===== src/rtl/lock_code_sender.sv =====
// lock_code_sender: serialises a latched binary unlock code onto the lock's
// 2-bit key bus, MSB first, then waits a bounded time for the lock to report
// that it opened. Every output is a register loaded with the value for the
// state being entered.
module lock_code_sender #(
    parameter int unsigned CODE_LEN = 4,
    parameter int unsigned GAP      = 2,
    parameter int unsigned TIMEOUT  = 16
) (
    input  logic                i_clk,
    input  logic                i_rst_n,
    input  logic                i_start,
    input  logic [CODE_LEN-1:0] i_code,
    input  logic                i_abort,
    input  logic                i_unlocked,
    output logic [1:0]          o_key_out,
    output logic                o_busy,
    output logic                o_done,
    output logic                o_success,
    output logic                o_fail
);

    localparam int unsigned SYM_W = (CODE_LEN > 1) ? $clog2(CODE_LEN) : 1;
    localparam int unsigned GAP_W = (GAP > 1)      ? $clog2(GAP)      : 1;
    localparam int unsigned TO_W  = (TIMEOUT > 1)  ? $clog2(TIMEOUT)  : 1;

    localparam logic [SYM_W-1:0] LAST_SYM = SYM_W'(CODE_LEN - 1);
    // With GAP = 0 the GAP state is never entered, so the wrapped value is unused.
    localparam logic [GAP_W-1:0] LAST_GAP = GAP_W'(GAP - 1);
    localparam logic [TO_W-1:0]  LAST_TO  = TO_W'(TIMEOUT - 1);

    localparam logic [1:0] KEY_ONE  = 2'b10;
    localparam logic [1:0] KEY_ZERO = 2'b01;
    localparam logic [1:0] KEY_NONE = 2'b00;

    typedef enum logic [2:0] {
        ST_IDLE,
        ST_SEND,
        ST_GAP,
        ST_WAIT,
        ST_FINISH
    } state_t;

    state_t              r_state;
    logic [CODE_LEN-1:0] r_shift;
    logic [SYM_W-1:0]    r_sym_cnt;
    logic [GAP_W-1:0]    r_gap_cnt;
    logic [TO_W-1:0]     r_to_cnt;

    logic [CODE_LEN-1:0] w_shift_next;
    logic                w_last_sym;

    // Code bit to key symbol; never produces 2'b11.
    function automatic logic [1:0] f_key(input logic b);
        return b ? KEY_ONE : KEY_ZERO;
    endfunction

    // Shift register after the current symbol has been consumed.
    assign w_shift_next = r_shift << 1;
    assign w_last_sym   = (r_sym_cnt == LAST_SYM);

    // Sequencer: state, counters and registered outputs.
    always_ff @(posedge i_clk or negedge i_rst_n) begin
        if (!i_rst_n) begin
            r_state   <= ST_IDLE;
            r_shift   <= '0;
            r_sym_cnt <= '0;
            r_gap_cnt <= '0;
            r_to_cnt  <= '0;
            o_key_out <= KEY_NONE;
            o_busy    <= 1'b0;
            o_done    <= 1'b0;
            o_success <= 1'b0;
            o_fail    <= 1'b0;
        end else begin
            o_done <= 1'b0;
            case (r_state)
                ST_IDLE: begin
                    o_key_out <= KEY_NONE;
                    o_busy    <= 1'b0;
                    if (i_start && !i_abort) begin
                        r_shift   <= i_code;
                        r_sym_cnt <= '0;
                        r_gap_cnt <= '0;
                        r_to_cnt  <= '0;
                        o_success <= 1'b0;
                        o_fail    <= 1'b0;
                        o_busy    <= 1'b1;
                        o_key_out <= f_key(i_code[CODE_LEN-1]);
                        r_state   <= ST_SEND;
                    end
                end

                ST_SEND: begin
                    if (i_abort) begin
                        o_key_out <= KEY_NONE;
                        o_done    <= 1'b1;
                        o_success <= 1'b0;
                        o_fail    <= 1'b1;
                        r_state   <= ST_FINISH;
                    end else begin
                        r_shift   <= w_shift_next;
                        r_sym_cnt <= r_sym_cnt + SYM_W'(1);
                        if (w_last_sym) begin
                            r_to_cnt  <= '0;
                            o_key_out <= KEY_NONE;
                            r_state   <= ST_WAIT;
                        end else if (GAP == 0) begin
                            o_key_out <= f_key(w_shift_next[CODE_LEN-1]);
                            r_state   <= ST_SEND;
                        end else begin
                            r_gap_cnt <= '0;
                            o_key_out <= KEY_NONE;
                            r_state   <= ST_GAP;
                        end
                    end
                end

                ST_GAP: begin
                    if (i_abort) begin
                        o_key_out <= KEY_NONE;
                        o_done    <= 1'b1;
                        o_success <= 1'b0;
                        o_fail    <= 1'b1;
                        r_state   <= ST_FINISH;
                    end else if (r_gap_cnt == LAST_GAP) begin
                        o_key_out <= f_key(r_shift[CODE_LEN-1]);
                        r_state   <= ST_SEND;
                    end else begin
                        o_key_out <= KEY_NONE;
                        r_gap_cnt <= r_gap_cnt + GAP_W'(1);
                    end
                end

                ST_WAIT: begin
                    o_key_out <= KEY_NONE;
                    if (i_abort) begin
                        o_done    <= 1'b1;
                        o_success <= 1'b0;
                        o_fail    <= 1'b1;
                        r_state   <= ST_FINISH;
                    end else if (i_unlocked) begin
                        // Checked before the timeout so a last-cycle unlock still succeeds.
                        o_done    <= 1'b1;
                        o_success <= 1'b1;
                        o_fail    <= 1'b0;
                        r_state   <= ST_FINISH;
                    end else if (r_to_cnt == LAST_TO) begin
                        o_done    <= 1'b1;
                        o_success <= 1'b0;
                        o_fail    <= 1'b1;
                        r_state   <= ST_FINISH;
                    end else begin
                        r_to_cnt <= r_to_cnt + TO_W'(1);
                    end
                end

                ST_FINISH: begin
                    o_key_out <= KEY_NONE;
                    o_busy    <= 1'b0;
                    r_state   <= ST_IDLE;
                end

                default: begin
                    o_key_out <= KEY_NONE;
                    o_busy    <= 1'b0;
                    r_state   <= ST_IDLE;
                end
            endcase
        end
    end

endmodule


===== config.mk =====
export PLATFORM = sky130hd
export DESIGN_NAME = lock_code_sender
export DESIGN_NICKNAME = d
export VERILOG_FILES = /design/src/rtl/lock_code_sender.sv
export SDC_FILE = /design/constraint.sdc
export NUM_CORES = 1
export LEC_CHECK = 0
export CAP_MARGIN = 15
export CORE_MARGIN = 5
export CORE_UTILIZATION = 50
export DETAILED_ROUTE_END_ITERATION = 12
export PLACE_DENSITY = 0.77
export SYNTH_ARGS = -nofsm -noshare
export SYNTH_HDL_FRONTEND = slang
export SYNTH_SLANG_ARGS = --single-unit

===== constraint.sdc =====
create_clock -name i_clk -period 1.85 [get_ports i_clk]
set_input_delay 0.37 -clock i_clk [delete_from_list [all_inputs] [get_ports i_clk]]
set_output_delay 0.37 -clock i_clk [all_outputs]
set_load 0.005 [all_outputs]

# Word-level counts from Yosys, hierarchy flattened
# Cells that the tools add are included.
# Widths: inputs -> output; s select.
dict set report classes {
  add_sub_neg 3
  mux 51
  n_eq_ne 16
  n_reduce_logical 14
}
# op n
set ops {}
lappend ops {{$mux 4} 8}
lappend ops {{$mux 3} 7}
lappend ops {{$mux 1} 19}
lappend ops {{$ne 2x2->1 const B} 8}
lappend ops {{$mux 2} 7}
lappend ops {{$pmux 3 s4} 1}
lappend ops {{$pmux 4 s3} 1}
lappend ops {{$pmux 1 s3} 3}
lappend ops {{$reduce_bool 3->1} 3}
lappend ops {{$pmux 2 s2} 2}
lappend ops {{$pmux 4 s2} 1}
lappend ops {{$reduce_and 7->1} 1}
lappend ops {{$eq 3x2->1 const B} 2}
lappend ops {{$reduce_and 3->1} 2}
lappend ops {{$reduce_and 5->1} 1}
lappend ops {{$add 4x1->4 const B} 1}
lappend ops {{$eq 4x4->1 const B} 1}
lappend ops {{$ne 4x4->1 const B} 1}
lappend ops {{$pmux 1 s2} 2}
lappend ops {{$reduce_and 4->1} 1}
lappend ops {{$eq 3x1->1 const B} 1}
lappend ops {{$logic_not 3->1} 1}
lappend ops {{$ne 3x3->1 const B} 1}
lappend ops {{$reduce_or 3->1} 1}
lappend ops {{other kinds (8)} 8}
dict set report word_totals {
  regBits 20
  word_cells 94
  output_inout_bits 6
}

# Depth between registers and ports, before layout
dict set report logic_depth {
  word_depth 5
  ltp_mapped 6
}

# Least setup slack after synthesis
# OpenSTA, ideal clock, no wires.
dict set report synth_path {
  path_type {register -> register}
  start {reg r_to_cnt[0]}
  end {reg r_to_cnt[1]}
  path_slack_ns 0.304
  required_time_ns 1.728
  arrival_time_ns 1.424
  path_buffers 0
  stages_incl_launch_ff 6
  cell_sequence {dfrtp_1 > ha_1 > a31o_2 > o22a_1 > nand2b_1 > a32o_1}
}
dict set report synth_via {
  elab_chain_cells 5
  elab_cells_between_ends 8
  cone_classes {add/sub (1); eq/ne (2); mux (4); reduce/logical (1)}
}
# element line
set synth_rtl {}
lappend synth_rtl {{start: declaration} 48} ;# logic [TO_W-1:0] r_to_cnt;
lappend synth_rtl {{start signal: assignment} 154} ;# r_to_cnt <= r_to_cnt + TO_W'(1);
lappend synth_rtl {{$add 4x1->4} 154}
lappend synth_rtl {{$mux 4} 148} ;# end else if (r_to_cnt == LAST_TO) begin
lappend synth_rtl {{$mux 4} 142} ;# end else if (i_unlocked) begin
lappend synth_rtl {{$mux 4} 137} ;# if (i_abort) begin
lappend synth_rtl {{$pmux 4 s3} 77} ;# case (r_state)
# Parallel ways exist; a longest one is shown, timed or not. The select of a mux whose other input is x is not followed.
# A chain may end at the register's enable or synchronous reset.

# Worst setup path after layout
# Same ends and word-level chain as after synthesis.

==> results by group <==
Finish
  • Nets@finish: 137
  • Share of post-route cells with drive strength above 1: 11.20%
  • Synthesis-to-layout area growth: 20.38%
  • Most frequent cells in the layout: 20 x dfrtp_1, 14 x clkdlybuf4s50_1, 12 x nor2_1
  • Layout fillers: 156
  • Final Cell Area: 0.001279 mm^2
  • Most common cell after layout, fill and taps aside: dfrtp_1
  • Ant. Diodes: 0

Worst setup path
  • Kind of critical path: flop to flop
  • R2R Setup Slk: 0.20 ns
  • Worst setup EP type: flop
  • Reg2reg start: r_to_cnt[0]$_DFFE_PN0P_
  • CP Data Arrival Time: 1.85 ns
  • Reg-to-reg endpoint: r_to_cnt[1]$_DFFE_PN0P_
  • Worst Setup SP: r_to_cnt[0]$_DFFE_PN0P_
  • R2R depth: 5
  • Critical Path Start Type: flop
  • Required time worst endpoint: 2.05 ns
  • Crit Path Max Fanout: 5

STA
  • Setup ws final: about 0.2 ns
  • Setup_tns: 0 ns
  • Final Skew: 0.001922 ns
  • Fin. Hold Viols: 0
  • Fmax: 605.3 MHz
  • Hold Slack: slightly below 0.4 ns
  • RSZ-0062 raised after global routing: false
  • Final setup fails: 0
  • Min Tclk post-route: 1.652 ns
  • Max_slew headroom: 68.71%
  • Measured slew at the worst slew-check pin: 0.4662 ns
  • Final period utilization: just under 90%
  • Slew Limit Fails: 0

Placed design
  • DPL Wire Length: 1.513 mm
  • Pre-CTS setup slack: 0.05778 ns
  • Post-DP Area: 0.001226 mm^2
  • I/O Buffers: 14
  • RePlAce Congestion: 0.8739

Logic synthesis
  • Mapped Nets: 120
  • Synthesis-stage register bit count: 20
  • Post-synth top area share: a little under half
  • Syn Area/Cell: between 9 and 10 um^2
  • Area leader, netlist: dfrtp_1
  • Mapped Area: 0.001062 mm^2
  • Yosys cell types: 41
  • Top cells by area, synth: dfrtp_1 47%, o21ai_0 5.2%, nor2_1 4.2%
  • Primary FF master, synth: dfrtp_1
  • Number of synthesized flops with an enable pin: 0
  • Register area share after synthesis: 47.11%
  • Synth warn: 0
  • Mapped Cells: 109
  • Post-synth ARST share: 100.0%

Clock tree
  • Worst skew pair latency: 0.30 ns
  • Cts repair resizes: 0
  • Root Buffer: clkbuf_4
  • CTS Hold Bufs: 0
  • H-tree Lvls: 1
  • Clock buffer depth: 2
  • Setup bufs post-CTS: 0
  • Total clock buffers created by CTS: 3
  • TritonCTS clock tree: built
  • CTS clk-pin slew, worst paths: 0.12 ns
  • Clk sinks: 20

Drt
  • # DRC: 0
  • DRT iter0 DRCs: 40
  • Final ANT Viol Nets: 0
  • Avg WL per Cell: between 10 and 15 um
  • Drt pass-1 iters: 4
  • Vias per cell: 5.612
  • Vias post-DR: between 800 and 900
  • Final wirelength: 2.078 mm

Power
  • Tot Pwr: 0.001275 W
  • Leakage: 0.5699 nW
  • VDD IR max: roughly 0.62 mV
  • Pwr dens: 996.7 mW/mm^2

Die
  • Die area: 0.003146 mm^2
  • Initial core utilization: 53.06%
  • Core ar.: ~0.002 mm^2
  • Die Y-Extent: ~56 um
  • Die X: 56.09 um
  • I/O pin cnt: 15
  • FP Rows: 16

Global routing
  • First-pass GRT wire length: about 3.7 mm
  • Total Routing Usage GR: 14.21%
  • Number of global-route vias before repair: 838
  • Largest net degree at the start of global routing: 21
  • Grt ovf: 0
  • Antenna violations before repair: 0

Run status
  • Outcome: complete, no violations

Worst hold path
  • Worst Hold Class: input pin to async pin

Job
  • Max_cap viols: 0
[area by class of cell]
| cell class | instances | area [um^2] | share of cell area, % |
|---|---|---|---|
| Multi-Input combinational cell | 78 | 503.0 | 39.33 |
| Sequential cell | 20 | 500.5 | 39.14 |
| Timing Repair Buffer | 18 | 170.2 | 13.31 |
| Tap cell | 27 | 33.78 | 2.642 |
| Clock inverter | 1 | 30.03 | 2.348 |
| Clock buffer | 3 | 22.52 | 1.761 |
| Inverter | 5 | 18.77 | 1.468 |
[metal layers]
| metal | share of wire, % | track usage [%] |
|---|---|---|
| met5 | 0 | 0 |
| met4 | 0 | 4.068 |
| met3 | 5.6 | 2.784 |
| met2 | 49 | 22.87 |
| met1 | 45 | 19.28 |
[cell usage after synthesis, drive strengths merged, types with 2 or more instances]
master and number:
nand2b 3, ha 2, o31ai 3, nor3 2, nand2 8, a21oi 3
nor2 12, o21ai 12, a22o 3, dfrtp 20, mux2i 4, inv 5
nand3 2, nor4 2, buf 5, a31oi 3
[per-stage QoR]
step | util [%] | std cells
2_1_floorplan | - | 109
3_3_place_gp | 61.25 | 148
3_5_place_dp | 61.25 | 148
4_1_cts | 63.88 | 152
5_1_grt | 63.88 | 152
6_report | 63.88 | 152
[worst max-delay path by stage]
stage                                     endpoint  slack (ns)
after floorplan            r_to_cnt[1]$_DFFE_PN0P_        0.30
after global placement    r_sym_cnt[0]$_DFFE_PN0P_         0.1
after detailed placement  r_sym_cnt[0]$_DFFE_PN0P_        0.06
after CTS                  r_to_cnt[1]$_DFFE_PN0P_        0.20
after global routing       r_to_cnt[1]$_DFFE_PN0P_        0.11
final                      r_to_cnt[1]$_DFFE_PN0P_        0.20
[flip-flops by register name, summed over array words and instances, names as in the netlist]
signal	count
r_shift	4
r_to_cnt	4
r_state	3
o_key_out	2
r_sym_cnt	2
o_busy	1
o_done	1
o_fail	1
o_success	1
r_gap_cnt	1
[cells by family after synthesis]
logic type / share of synthesized area (%)
and+or+nand+nor: 18.26
DFF: 47.11
AOI/OAI and AO/OA: 21.91
muxes: 4.829
adders and majority gates: 2.355
buffers and inverters: 5.534
[power breakdown]
part / total [W] / leakage, nW / switching, W / internal (W)
logic: 0.000316 / 0.277 / 0.000153 / 0.000163
clock network: 0.000357 / 0.0279 / 0.000139 / 0.000219
registers: 0.000601 / 0.265 / 0.0000765 / 0.000525
total: 0.00127 / 0.570 / 0.000368 / 0.000907
[critical path: stages (launching register included)]
cell and delay, ns:
dfrtp_1 0.43, ha_1 0.25, a31o_2 0.27, o22a_1 0.25
nand2b_1 0.16, a32o_1 0.20
Note: power is estimated with default switching activity, not from simulation.
